[src/rtl/mdiv_pool.sv]
// mdiv_pool: pool of NUNITS iterative restoring dividers (DIV/DIVU/REM/REMU,
// plus word forms) with opid-based redirect kill and round-robin delivery.
// Ports: clk, rst (sync, active-high); req_* request handshake; redir_*
// flush of younger ops; resp_* result handshake; busy = per-unit not-IDLE.
module mdiv_pool #(
    parameter int XLEN   = 64,
    parameter int NUNITS = 2,
    parameter int OPSZ   = 32,
    parameter int EARLY  = 0
) (
    input  logic              clk,
    input  logic              rst,
    input  logic              req_valid,
    output logic              req_ready,
    input  logic [15:0]       req_opid,
    input  logic [2:0]        req_op,
    input  logic [XLEN-1:0]   req_a,
    input  logic [XLEN-1:0]   req_b,
    input  logic              redir_valid,
    input  logic [15:0]       redir_opid,
    input  logic [15:0]       redir_topid,
    output logic              resp_valid,
    input  logic              resp_ready,
    output logic [15:0]       resp_opid,
    output logic [XLEN-1:0]   resp_val,
    output logic [NUNITS-1:0] busy
);

    localparam int K  = $clog2(OPSZ);
    localparam int UW = (NUNITS > 1) ? $clog2(NUNITS) : 1;
    localparam int CW = $clog2(XLEN + 1);

    localparam logic [1:0] S_IDLE = 2'd0;
    localparam logic [1:0] S_CALC = 2'd1;
    localparam logic [1:0] S_FIX  = 2'd2;
    localparam logic [1:0] S_DONE = 2'd3;

    logic [1:0]      st     [NUNITS];
    logic            first  [NUNITS];
    logic            sq     [NUNITS];
    logic            sr     [NUNITS];
    logic [15:0]     opid_r [NUNITS];
    logic [2:0]      op_r   [NUNITS];
    logic [XLEN-1:0] a_r    [NUNITS];
    logic [XLEN-1:0] b_r    [NUNITS];
    logic [XLEN-1:0] dvd_r  [NUNITS];
    logic [XLEN-1:0] rem_r  [NUNITS];
    logic [XLEN-1:0] res_r  [NUNITS];
    logic [CW-1:0]   cnt_r  [NUNITS];
    logic [XLEN:0]   trial  [NUNITS];
    logic            ge     [NUNITS];

    logic [UW-1:0]     ptr;
    logic [UW-1:0]     lidx;
    logic              lock;
    logic [NUNITS-1:0] idle;
    logic [NUNITS-1:0] kill;
    logic [NUNITS-1:0] cand;
    logic [UW-1:0]     acc_idx;
    logic [UW-1:0]     sel;
    logic              acc;
    logic              acc_kill;
    logic              deliver;
    logic              unused_ok;

    assign unused_ok = ^{redir_opid[14:K], redir_topid[15:K]};

    function automatic logic [XLEN-1:0] sx32(input logic [XLEN-1:0] v);
        logic [XLEN-1:0] r;
        r = v;
        for (int i = 32; i < XLEN; i++) r[i] = v[31];
        return r;
    endfunction

    function automatic logic [XLEN-1:0] zx32(input logic [XLEN-1:0] v);
        logic [XLEN-1:0] r;
        r = v;
        for (int i = 32; i < XLEN; i++) r[i] = 1'b0;
        return r;
    endfunction

    function automatic logic is_word(input logic [2:0] op);
        return (XLEN == 64) && op[2];
    endfunction

    function automatic logic msb(input logic [XLEN-1:0] v, input logic w);
        return w ? v[31] : v[XLEN-1];
    endfunction

    // Magnitude at width W, zero-extended to XLEN.
    function automatic logic [XLEN-1:0] mag(input logic [XLEN-1:0] v,
                                            input logic w, input logic sg);
        logic [XLEN-1:0] t;
        t = w ? sx32(v) : v;
        if (sg && t[XLEN-1]) t = -t;
        return w ? zx32(t) : t;
    endfunction

    function automatic logic div_zero(input logic [XLEN-1:0] b,
                                      input logic [2:0] op);
        return is_word(op) ? (b[31:0] == 32'd0) : (b == '0);
    endfunction

    function automatic logic ovf(input logic [XLEN-1:0] a,
                                 input logic [XLEN-1:0] b,
                                 input logic [2:0] op);
        logic m;
        if (is_word(op))
            m = (a[31:0] == 32'h8000_0000) && (b[31:0] == 32'hFFFF_FFFF);
        else
            m = (a == {1'b1, {(XLEN-1){1'b0}}}) && (b == '1);
        return !op[0] && m;
    endfunction

    function automatic logic [XLEN-1:0] spec_res(input logic [XLEN-1:0] a,
                                                 input logic [XLEN-1:0] b,
                                                 input logic [2:0] op);
        logic [XLEN-1:0] ax;
        ax = is_word(op) ? sx32(a) : a;
        if (div_zero(b, op)) return op[1] ? ax : '1;
        return op[1] ? '0 : ax;
    endfunction

    // Dividend magnitude left-aligned so the MSB of width W sits at XLEN-1.
    function automatic logic [XLEN-1:0] align(input logic [XLEN-1:0] a,
                                              input logic [2:0] op);
        logic [XLEN-1:0] dv;
        dv = mag(a, is_word(op), !op[0]);
        if (is_word(op)) dv = dv << (XLEN - 32);
        return dv;
    endfunction

    // Iterations skipped above the leading one; always leaves at least one.
    function automatic logic [CW-1:0] skip(input logic [XLEN-1:0] dv,
                                           input logic [2:0] op);
        logic [CW-1:0] n;
        logic [CW-1:0] lim;
        if (EARLY == 0) return '0;
        n = CW'(XLEN);
        for (int i = 0; i < XLEN; i++) if (dv[i]) n = CW'(XLEN - 1 - i);
        lim = is_word(op) ? CW'(31) : CW'(XLEN - 1);
        return (n > lim) ? lim : n;
    endfunction

    function automatic logic [CW-1:0] width(input logic [2:0] op);
        return is_word(op) ? CW'(32) : CW'(XLEN);
    endfunction

    function automatic logic [XLEN-1:0] fix(input logic [XLEN-1:0] q,
                                            input logic [XLEN-1:0] r,
                                            input logic nq, input logic nr,
                                            input logic [2:0] op);
        logic [XLEN-1:0] v;
        v = op[1] ? (nr ? -r : r) : (nq ? -q : q);
        return is_word(op) ? sx32(v) : v;
    endfunction

    function automatic logic younger(input logic [15:0] x,
                                     input logic [15:0] ro,
                                     input logic [15:0] to);
        logic [K-1:0] dx;
        logic [K-1:0] dr;
        dx = x[K-1:0] - to[K-1:0];
        dr = ro[K-1:0] - to[K-1:0];
        return ro[15] && x[15] && ({1'b0, dx} >= ({1'b0, dr} + 1'b1));
    endfunction

    always_comb begin
        for (int u = 0; u < NUNITS; u++) begin
            idle[u]  = (st[u] == S_IDLE);
            busy[u]  = !idle[u];
            kill[u]  = redir_valid && !idle[u]
                     && younger(opid_r[u], redir_opid, redir_topid);
            cand[u]  = (st[u] == S_DONE) && !kill[u];
            trial[u] = {rem_r[u], dvd_r[u][XLEN-1]};
            ge[u]    = trial[u] >= {1'b0, b_r[u]};
        end
    end

    assign req_ready = |idle;
    assign acc       = req_valid && req_ready && req_opid[15];
    assign acc_kill  = redir_valid
                     && younger(req_opid, redir_opid, redir_topid);

    always_comb begin
        acc_idx = '0;
        for (int i = NUNITS - 1; i >= 0; i--)
            if (idle[i]) acc_idx = UW'(i);
    end

    // A stalled presentation is locked so its data stays stable.
    always_comb begin
        sel        = '0;
        resp_valid = 1'b0;
        if (lock && cand[lidx]) begin
            sel        = lidx;
            resp_valid = 1'b1;
        end else begin
            for (int i = 1; i <= NUNITS; i++) begin
                if (!resp_valid && cand[(int'(ptr) + i) % NUNITS]) begin
                    sel        = UW'((int'(ptr) + i) % NUNITS);
                    resp_valid = 1'b1;
                end
            end
        end
    end

    assign deliver   = resp_valid && resp_ready;
    assign resp_opid = resp_valid ? opid_r[sel] : '0;
    assign resp_val  = resp_valid ? res_r[sel] : '0;

    always_ff @(posedge clk) begin
        if (rst) begin
            ptr  <= '0;
            lidx <= '0;
            lock <= 1'b0;
            for (int u = 0; u < NUNITS; u++) begin
                st[u]     <= S_IDLE;
                first[u]  <= 1'b0;
                sq[u]     <= 1'b0;
                sr[u]     <= 1'b0;
                opid_r[u] <= '0;
                op_r[u]   <= '0;
                a_r[u]    <= '0;
                b_r[u]    <= '0;
                dvd_r[u]  <= '0;
                rem_r[u]  <= '0;
                res_r[u]  <= '0;
                cnt_r[u]  <= '0;
            end
        end else begin
            lock <= resp_valid && !resp_ready;
            lidx <= sel;
            if (deliver) ptr <= sel;
            for (int u = 0; u < NUNITS; u++) begin
                if (kill[u] || (deliver && sel == UW'(u))) begin
                    st[u] <= S_IDLE;
                end else begin
                    case (st[u])
                        S_IDLE: begin
                            if (acc && !acc_kill && acc_idx == UW'(u)) begin
                                st[u]     <= S_CALC;
                                first[u]  <= 1'b1;
                                opid_r[u] <= req_opid;
                                op_r[u]   <= req_op;
                                a_r[u]    <= req_a;
                                b_r[u]    <= req_b;
                            end
                        end
                        S_CALC: begin
                            if (first[u]) begin
                                // Setup cycle: special cases finish here.
                                if (div_zero(b_r[u], op_r[u])
                                    || ovf(a_r[u], b_r[u], op_r[u])) begin
                                    res_r[u] <= spec_res(a_r[u], b_r[u],
                                                         op_r[u]);
                                    st[u]    <= S_DONE;
                                end else begin
                                    dvd_r[u] <= align(a_r[u], op_r[u])
                                        << skip(align(a_r[u], op_r[u]),
                                                op_r[u]);
                                    cnt_r[u] <= width(op_r[u])
                                        - skip(align(a_r[u], op_r[u]),
                                               op_r[u]);
                                    rem_r[u] <= '0;
                                    b_r[u]   <= mag(b_r[u], is_word(op_r[u]),
                                                    !op_r[u][0]);
                                    sq[u]    <= !op_r[u][0]
                                        && (msb(a_r[u], is_word(op_r[u]))
                                        ^ msb(b_r[u], is_word(op_r[u])));
                                    sr[u]    <= !op_r[u][0]
                                        && msb(a_r[u], is_word(op_r[u]));
                                    first[u] <= 1'b0;
                                end
                            end else begin
                                // Quotient bits shift into the dividend LSBs.
                                if (ge[u])
                                    rem_r[u] <= XLEN'(trial[u]
                                                - {1'b0, b_r[u]});
                                else
                                    rem_r[u] <= trial[u][XLEN-1:0];
                                dvd_r[u] <= {dvd_r[u][XLEN-2:0], ge[u]};
                                cnt_r[u] <= cnt_r[u] - 1'b1;
                                if (cnt_r[u] == CW'(1)) st[u] <= S_FIX;
                            end
                        end
                        S_FIX: begin
                            res_r[u] <= fix(dvd_r[u], rem_r[u], sq[u], sr[u],
                                            op_r[u]);
                            st[u]    <= S_DONE;
                        end
                        default: begin
                        end
                    endcase
                end
            end
        end
    end

endmodule

[config.mk]
export PLATFORM = sky130hd
export DESIGN_NAME = mdiv_pool
export DESIGN_NICKNAME = d
export VERILOG_FILES = /design/src/rtl/mdiv_pool.sv
export SDC_FILE = /design/constraint.sdc
export NUM_CORES = 2
export LEC_CHECK = 0
export ABC_CLOCK_PERIOD_IN_PS = 19540
export BUFFER_PORTS_ARGS = -buffer_cell sky130_fd_sc_hd__buf_2
export CORE_ASPECT_RATIO = 0.6
export CORE_MARGIN = 2
export CORE_UTILIZATION = 50
export DETAILED_ROUTE_END_ITERATION = 12
export GPL_TIMING_DRIVEN = 0
export PLACE_DENSITY = 0.66
export REMOVE_ABC_BUFFERS = 1
export SLEW_MARGIN = 20
export SYNTH_ARGS = -nofsm -noshare
export SYNTH_HDL_FRONTEND = slang
export SYNTH_SLANG_ARGS = --single-unit
[constraint.sdc]
create_clock -name clk -period 19.54 [get_ports clk]
set_input_delay 5.862 -clock clk [delete_from_list [all_inputs] [get_ports clk]]
set_output_delay 5.862 -clock clk [all_outputs]
set_load 0.01 [all_outputs]
* Word-level counts from Yosys, hierarchy flattened
Memories as Yosys holds them, arrays and structs flattened.
Cells that the tools add are included.
** Cells by class
- Add/sub/neg operators :: 21
- Reductions and logical operators :: 58
- Eq/ne operators :: 16
- Multiplexer cells :: 417
- Bitwise operators :: 52
- $lt $le $gt $ge :: 10
- Shift operators :: 2
** Operators with widths (count)
- $mux 64 :: 81
- $mux 7 :: 160
- $neg 64->64 :: 8
- $eq 64x64->1 const B :: 4
- $mux 1 :: 159
- $ge 65x64->1 :: 2
- $eq 32x32->1 const B :: 4
- $logic_not 64->1 :: 2
- $shl 64x7->64 :: 2
- $sub 64x64->64 :: 2
- $logic_not 32->1 :: 2
- $mux 16 :: 3
- $or 1x1->1 :: 46
- $logic_and 1x1->1 :: 38
- $mux 2 :: 10
- $sub 5x5->5 :: 4
- $ge 5x6->1 :: 3
- $eq 7x1->1 const B :: 2
- $gt 7x6->1 :: 2
- $sub 7x1->7 const B :: 2
- $sub 7x7->7 :: 2
- $mux 6 :: 2
- $logic_not 1->1 :: 9
- $eq 2x2->1 const B :: 4
- other kinds (12) :: 23
** Word-level totals
- Output and inout port bits :: 84
- Input bits :: 184
- Register bits :: 3
- Word-level logic and storage cells :: 591
- Memories kept :: 12
- RAM bits :: 702
** Memories
- a_r :: depth 2, width 64, rd ports 2, clocked after memory_dff 0, write ports 2, line 44 : logic [XLEN-1:0] a_r [NUNITS];
- b_r :: depth 2, width 64, rd ports 2, clocked after memory_dff 0, write ports 2, line 45 : logic [XLEN-1:0] b_r [NUNITS];
- dvd_r :: depth 2, width 64, rd ports 2, clocked after memory_dff 0, write ports 2, line 46 : logic [XLEN-1:0] dvd_r [NUNITS];
- rem_r :: depth 2, width 64, rd ports 2, clocked after memory_dff 0, write ports 2, line 47 : logic [XLEN-1:0] rem_r [NUNITS];
- res_r :: depth 2, width 64, rd ports 1, clocked after memory_dff 0, write ports 2, line 48 : logic [XLEN-1:0] res_r [NUNITS];
- opid_r :: depth 2, width 16, rd ports 3, clocked after memory_dff 0, write ports 2, line 42 : logic [15:0] opid_r [NUNITS];
- +6 memories

* Logic depth before layout (Yosys ltp)
- Depth after elaboration :: 109
- Depth in mapped cells :: 19
- Gate-level depth less buffers :: 17

* Least setup slack after synthesis
Ideal clock, no wire load.
- Kind :: input to output
- Start point :: input port redir_topid[1]
- End point :: output port resp_val[54]
- Stages :: 18
- Data required time :: 13678 ps
- Buffers on the path :: 2
- Arrival :: 9420 ps
- Slack :: 4258 ps
- Cell sequence :: inv_1 -> ha_1 -> nor2b_1 -> o21ai_0 -> nor3b_1 -> nor2_1 -> xnor2_1 -> ha_1 -> a211oi_1 -> nor3_1 -> o2111ai_1 -> and3_1 -> clkbuf_1 -> nand2_1 -> nand2_1 -> clkbuf_1 -> nand2_1 -> a21oi_1
** Between the ends
- Word-level cells in the longest chain between the ends :: 18
- Elaborated cells on any way between the ends :: 34
- Those cells by class :: 4 x add/sub; 2 x order compare; 16 x mux; 11 x reduce/logical; 1 x memory
** RTL lines
- start: declaration :: line 21 : input logic [15:0] redir_topid,
- $sub 5x5->5 :: line 164 : dr = ro[K-1:0] - to[K-1:0];
- $add 5x1->6 :: line 165 : return ro[15] && x[15] && ({1'b0, dx} >= ({1'b0, dr} + 1'b1));
- $ge 5x6->1 :: line 165
- $logic_and 1x1->1 :: line 165
- $logic_and 1x1->1 :: line 173 : && younger(opid_r[u], redir_opid, redir_topid);
- $logic_not 1->1 :: line 174 : cand[u] = (st[u] == S_DONE) && !kill[u];
- $logic_and 1x1->1 :: line 174
- $mux 1 (not written as such) (3 in a row) :: line 200 : if (!resp_valid && cand[(int'(ptr) + i) % NUNITS]) begin
- $mux 1 :: line 200
- $mux 1 :: line 195 : if (lock && cand[lidx]) begin
- $logic_not 1->1 :: line 200
- $logic_and 1x1->1 :: line 200
- $mux 1 :: line 200
- $mux 1 :: line 195
- $mem_v2 2x64
- $mux 64 * :: line 210 : assign resp_val = resp_valid ? res_r[sel] : '0;
- end: declaration :: line 25 : output logic [XLEN-1:0] resp_val,
Mark *: on every way between the ends. The rest lies on a longest branch, timed or not. The select of a mux whose other input is x is not followed.

* Worst setup path in the final report
- Start point :: input port redir_topid[1]
- End point :: output port resp_val[35]
Same word-level chain as after synthesis.

==> results.json <==
{
  "netlist_area_um2": 52400,
  "crit_arrival_ns": 11.12,
  "numClockSinks": 705,
  "ys_ff_latch": 705,
  "avgSynthCellArea_um2": 8.76,
  "routabilityCongestion": 1.05,
  "path_clk_slew_ns": 0.07,
  "initial_utilization_pct": 50.7,
  "syn_inst": 5985,
  "dr_total_vias": 50800,
  "relSlewSlack_pct": 14.9,
  "finalSetupViolCount": 0,
  "cts_resized": 0,
  "seqPwrFrac_pct": 38.4,
  "coreArea_um2": 103000,
  "cts_root_buf": "clkbuf_16",
  "ant_nets": 0,
  "grt_pass1_wl_um": 322000,
  "ys_async_sr_fraction_pct": 0,
  "worst_slack_ns": 2.56,
  "regArea_um2": 21100,
  "endpoint_kind": "output pin",
  "track_usage_pct": 41.2,
  "critPathLaunchType": "input pin",
  "fmax_ghz": 0.0589,
  "clkLatencyLatePin_ns": 0.71,
  "dr.pass1.iters": 6,
  "postCtsSetupRepairBufs": 0,
  "drv_slew": 0,
  "h-tree-depth": 3,
  "switchingPower_mw": 2.05,
  "cp_max_fo": 55,
  "grt-ovfl-total": 0,
  "wirelength_um": 228000,
  "synth-edff-count": 701,
  "dp.final_hpwl_um": 180000,
  "dp_slack_ns": 2.75,
  "die_area_um2": 108000,
  "rsz0062_at_grt": "no",
  "cts_made_buffers": 75,
  "cts_buffer_depth": 3,
  "crit_path_max_incr_delay_ns": 0.69,
  "finalPower_mw": 5.39,
  "cpMaxStageDelayCell": "o2111ai_2",
  "skew_ns": 0.0362,
  "fin_nets": 6410,
  "post-route-period-util_pct": 86.9,
  "drc": 0,
  "status": "complete, no violations",
  "switching_share_pct": 37.9,
  "clock_power_share_pct": 29.6,
  "first_global_vias": 44700,
  "p_per_area_nw_per_um2": 91.4,
  "worst-endpoint-required_ns": 13.68,
  "die_h_um": 255,
  "wl_per_cell_um": 30.4,
  "syn_to_final_growth_pct": 12.4,
  "seq_area_frac_synth_pct": 40.3,
  "hold_violations": 0,
  "cts_tree": "built",
  "chipWidth_um": 422,
  "setup_tns_ns": 0,
  "worstPathCellList": "buf_2 > inv_1 > ha_1 > nor2b_1 > o21ai_0 > nor3b_1 > nor2_1 > xnor2_1 > ha_1 > a211oi_1 > nor3_1 > o2111ai_2 > and3_1 > nand2_1 > nand2_4 > buf_16 > nand2_1 > a21oi_1 > buf_2",
  "ys.flop_type": "edfxtp_1",
  "cap_violations": 0,
  "worst_slew_pin_slew_ns": 1.27,
  "nFillCells": 9337,
  "grt_max_degree": 69,
  "multi_input_area_um2": 29500,
  "via_per_inst": 6.77,
  "criticalPathCategory": "in -> out",
  "cts_hold_buf": 0,
  "port_buffers": 246,
  "period_needed_ns": 16.98,
  "pwr-share-comb_pct": 32.0,
  "ios": 268,
  "yosysUniqueCellTypes": 77,
  "leakagePower_nw": 22.1,
  "initialDrtViolationCount": 8575,
  "hold_class": "reg -> reg",
  "p_int_mw": 3.35,
  "rows": 91,
  "antenna_found_initial": 14,
  "ys.warnings.count": 0,
  "drive_gt1_share_pct": 9.68,
  "ir_drop_uv": 82.4
}
## per-layer routing
metal | track usage, % | vias to the layer above | share of wire, %
met3 | 15.4 | 335 | 16
met2 | 53.4 | 3593 | 38
li1 | - | 22300 | -
met1 | 62.3 | 24600 | 43
met5 | 0 | - | 0.0057
met4 | 12.0 | 2 | 3.2
## synthesized netlist by cell type, types with 20 or more instances
cell | count | share of area [%]
and2_1 | 22 | 0.26
o211ai_1 | 52 | 0.74
o31ai_1 | 131 | 1.9
buf_1 | 34 | 0.24
mux2i_1 | 48 | 0.92
a32o_1 | 20 | 0.38
a21o_1 | 109 | 1.6
nand2_1 | 745 | 5.3
o22ai_1 | 49 | 0.58
or3_1 | 64 | 0.76
a221oi_1 | 54 | 0.90
a21oi_1 | 583 | 5.6
xnor2_1 | 376 | 6.3
nor2_1 | 497 | 3.6
nand2b_1 | 40 | 0.48
and3_1 | 111 | 1.3
a22o_1 | 104 | 1.7
o21ai_0 | 429 | 4.1
a211oi_1 | 45 | 0.64
nor2b_1 | 38 | 0.45
clkbuf_1 | 327 | 2.3
nor3_1 | 128 | 1.2
edfxtp_1 | 701 | 40
or2_2 | 31 | 0.37
o41ai_1 | 50 | 0.84
nor4_1 | 88 | 1.0
o21bai_1 | 35 | 0.50
nand3_1 | 83 | 0.79
or4_1 | 48 | 0.69
inv_1 | 217 | 1.6
a31oi_1 | 51 | 0.61
ha_1 | 171 | 4.1
nand4_1 | 93 | 1.1
xor2_1 | 212 | 3.5
## power groups by stage
| stage | clock [mW] | combinational (mW) | sequential, mW |
|---|---|---|---|
| finish | 1.59 | 1.73 | 2.07 |
| global route | 1.65 | 1.84 | 2.08 |
| CTS | 1.59 | 1.66 | 2.05 |
| detailed placement | 0 | 1.65 | 2.08 |
| global placement | 0 | 1.57 | 2.11 |
| floorplan | 0 | 1.05 | 2.01 |
## worst max-delay path, delay by kind of cell
family                     cells  cell delay [ns]
adders and majority gates      2             0.63
xor gates and xnor gates       1             0.37
buffers and inverters          4             0.97
AOI/OAI and AO/OA              4             1.59
and+or+nand+nor                8             1.64
## stage by stage
step	cell area [um2]	hold WS (ns)	util, %	instances
after CTS	58900	0.466	57.0	7502
after global placement	54000	0.451	52.3	7262
final	59000	0.470	57.0	7505
after floorplan	51100	0.431	-	5621
after global routing	59000	0.488	57.0	7503
after detailed placement	56300	0.456	54.5	7367
## final cells by class
| cell class | count | area share [%] |
|---|---|---|
| sequential | 705 | 35.8 |
| timing repair buffer | 351 | 5.29 |
| multi-input combinational | 4698 | 50.1 |
| antenna | 3 | 0.0127 |
| inverter | 218 | 1.41 |
| clock buffer | 88 | 3.39 |
| clock inverter | 47 | 1.02 |
| tap | 1395 | 2.96 |
## cells by family (layout without fill, tap and decap cells)
kind of cell               after synthesis  in the layout  synth area share [%]
buffers and inverters                  582            704                  4.18
adders and majority gates              178            178                  4.33
AOI/OAI and AO/OA                     1827           1827                  21.9
other                                    0              3                     0
DFF                                    705            705                  40.3
xor gates and xnor gates               588            588                  9.82
and+or+nand+nor                       2052           2052                  18.5
muxes                                   53             53                  1.02
## worst paths after layout
path	start	end	slack, ns	cells past startpoint
max	redir_topid[1]	resp_val[35]	2.56	19
min	ptr	ptr	0.47	2
max reg2reg	opid_r[0][0]	dvd_r[1][0]	13.39	15
min reg2reg	ptr	ptr	0.47	2
## sequential cells by signal, summed over array words and instances (netlist names)
name	count
st	4
sq	2
b_r	128
cnt_r	14
first	2
dvd_r	128
rem_r	128
ptr	1
lock	1
op_r	6
opid_r	32
a_r	128
sr	2
lidx	1
res_r	128
## cell usage in the layout (no fill, tap or decap), types with 47 or more instances in the layout
cell type / synthesis / layout
o22ai_1: 49 / 49
ha_1: 171 / 171
a31oi_1: 51 / 50
or4_1: 48 / 48
mux2i_1: 48 / 47
nand4_1: 93 / 93
a22o_1: 104 / 104
nor2_1: 497 / 490
inv_1: 217 / 213
buf_2: 2 / 256
o211ai_1: 52 / 52
or3_1: 64 / 64
a221oi_1: 54 / 54
a21o_1: 109 / 108
clkbuf_16: 0 / 77
o41ai_1: 50 / 50
nand2_1: 745 / 737
xnor2_1: 376 / 374
o31ai_1: 131 / 130
nor4_1: 88 / 85
nand3_1: 83 / 77
xor2_1: 212 / 209
edfxtp_1: 701 / 701
o21ai_0: 429 / 424
a21oi_1: 583 / 577
and3_1: 111 / 110
nor3_1: 128 / 128
Note: power is estimated with default switching activity, not from simulation.
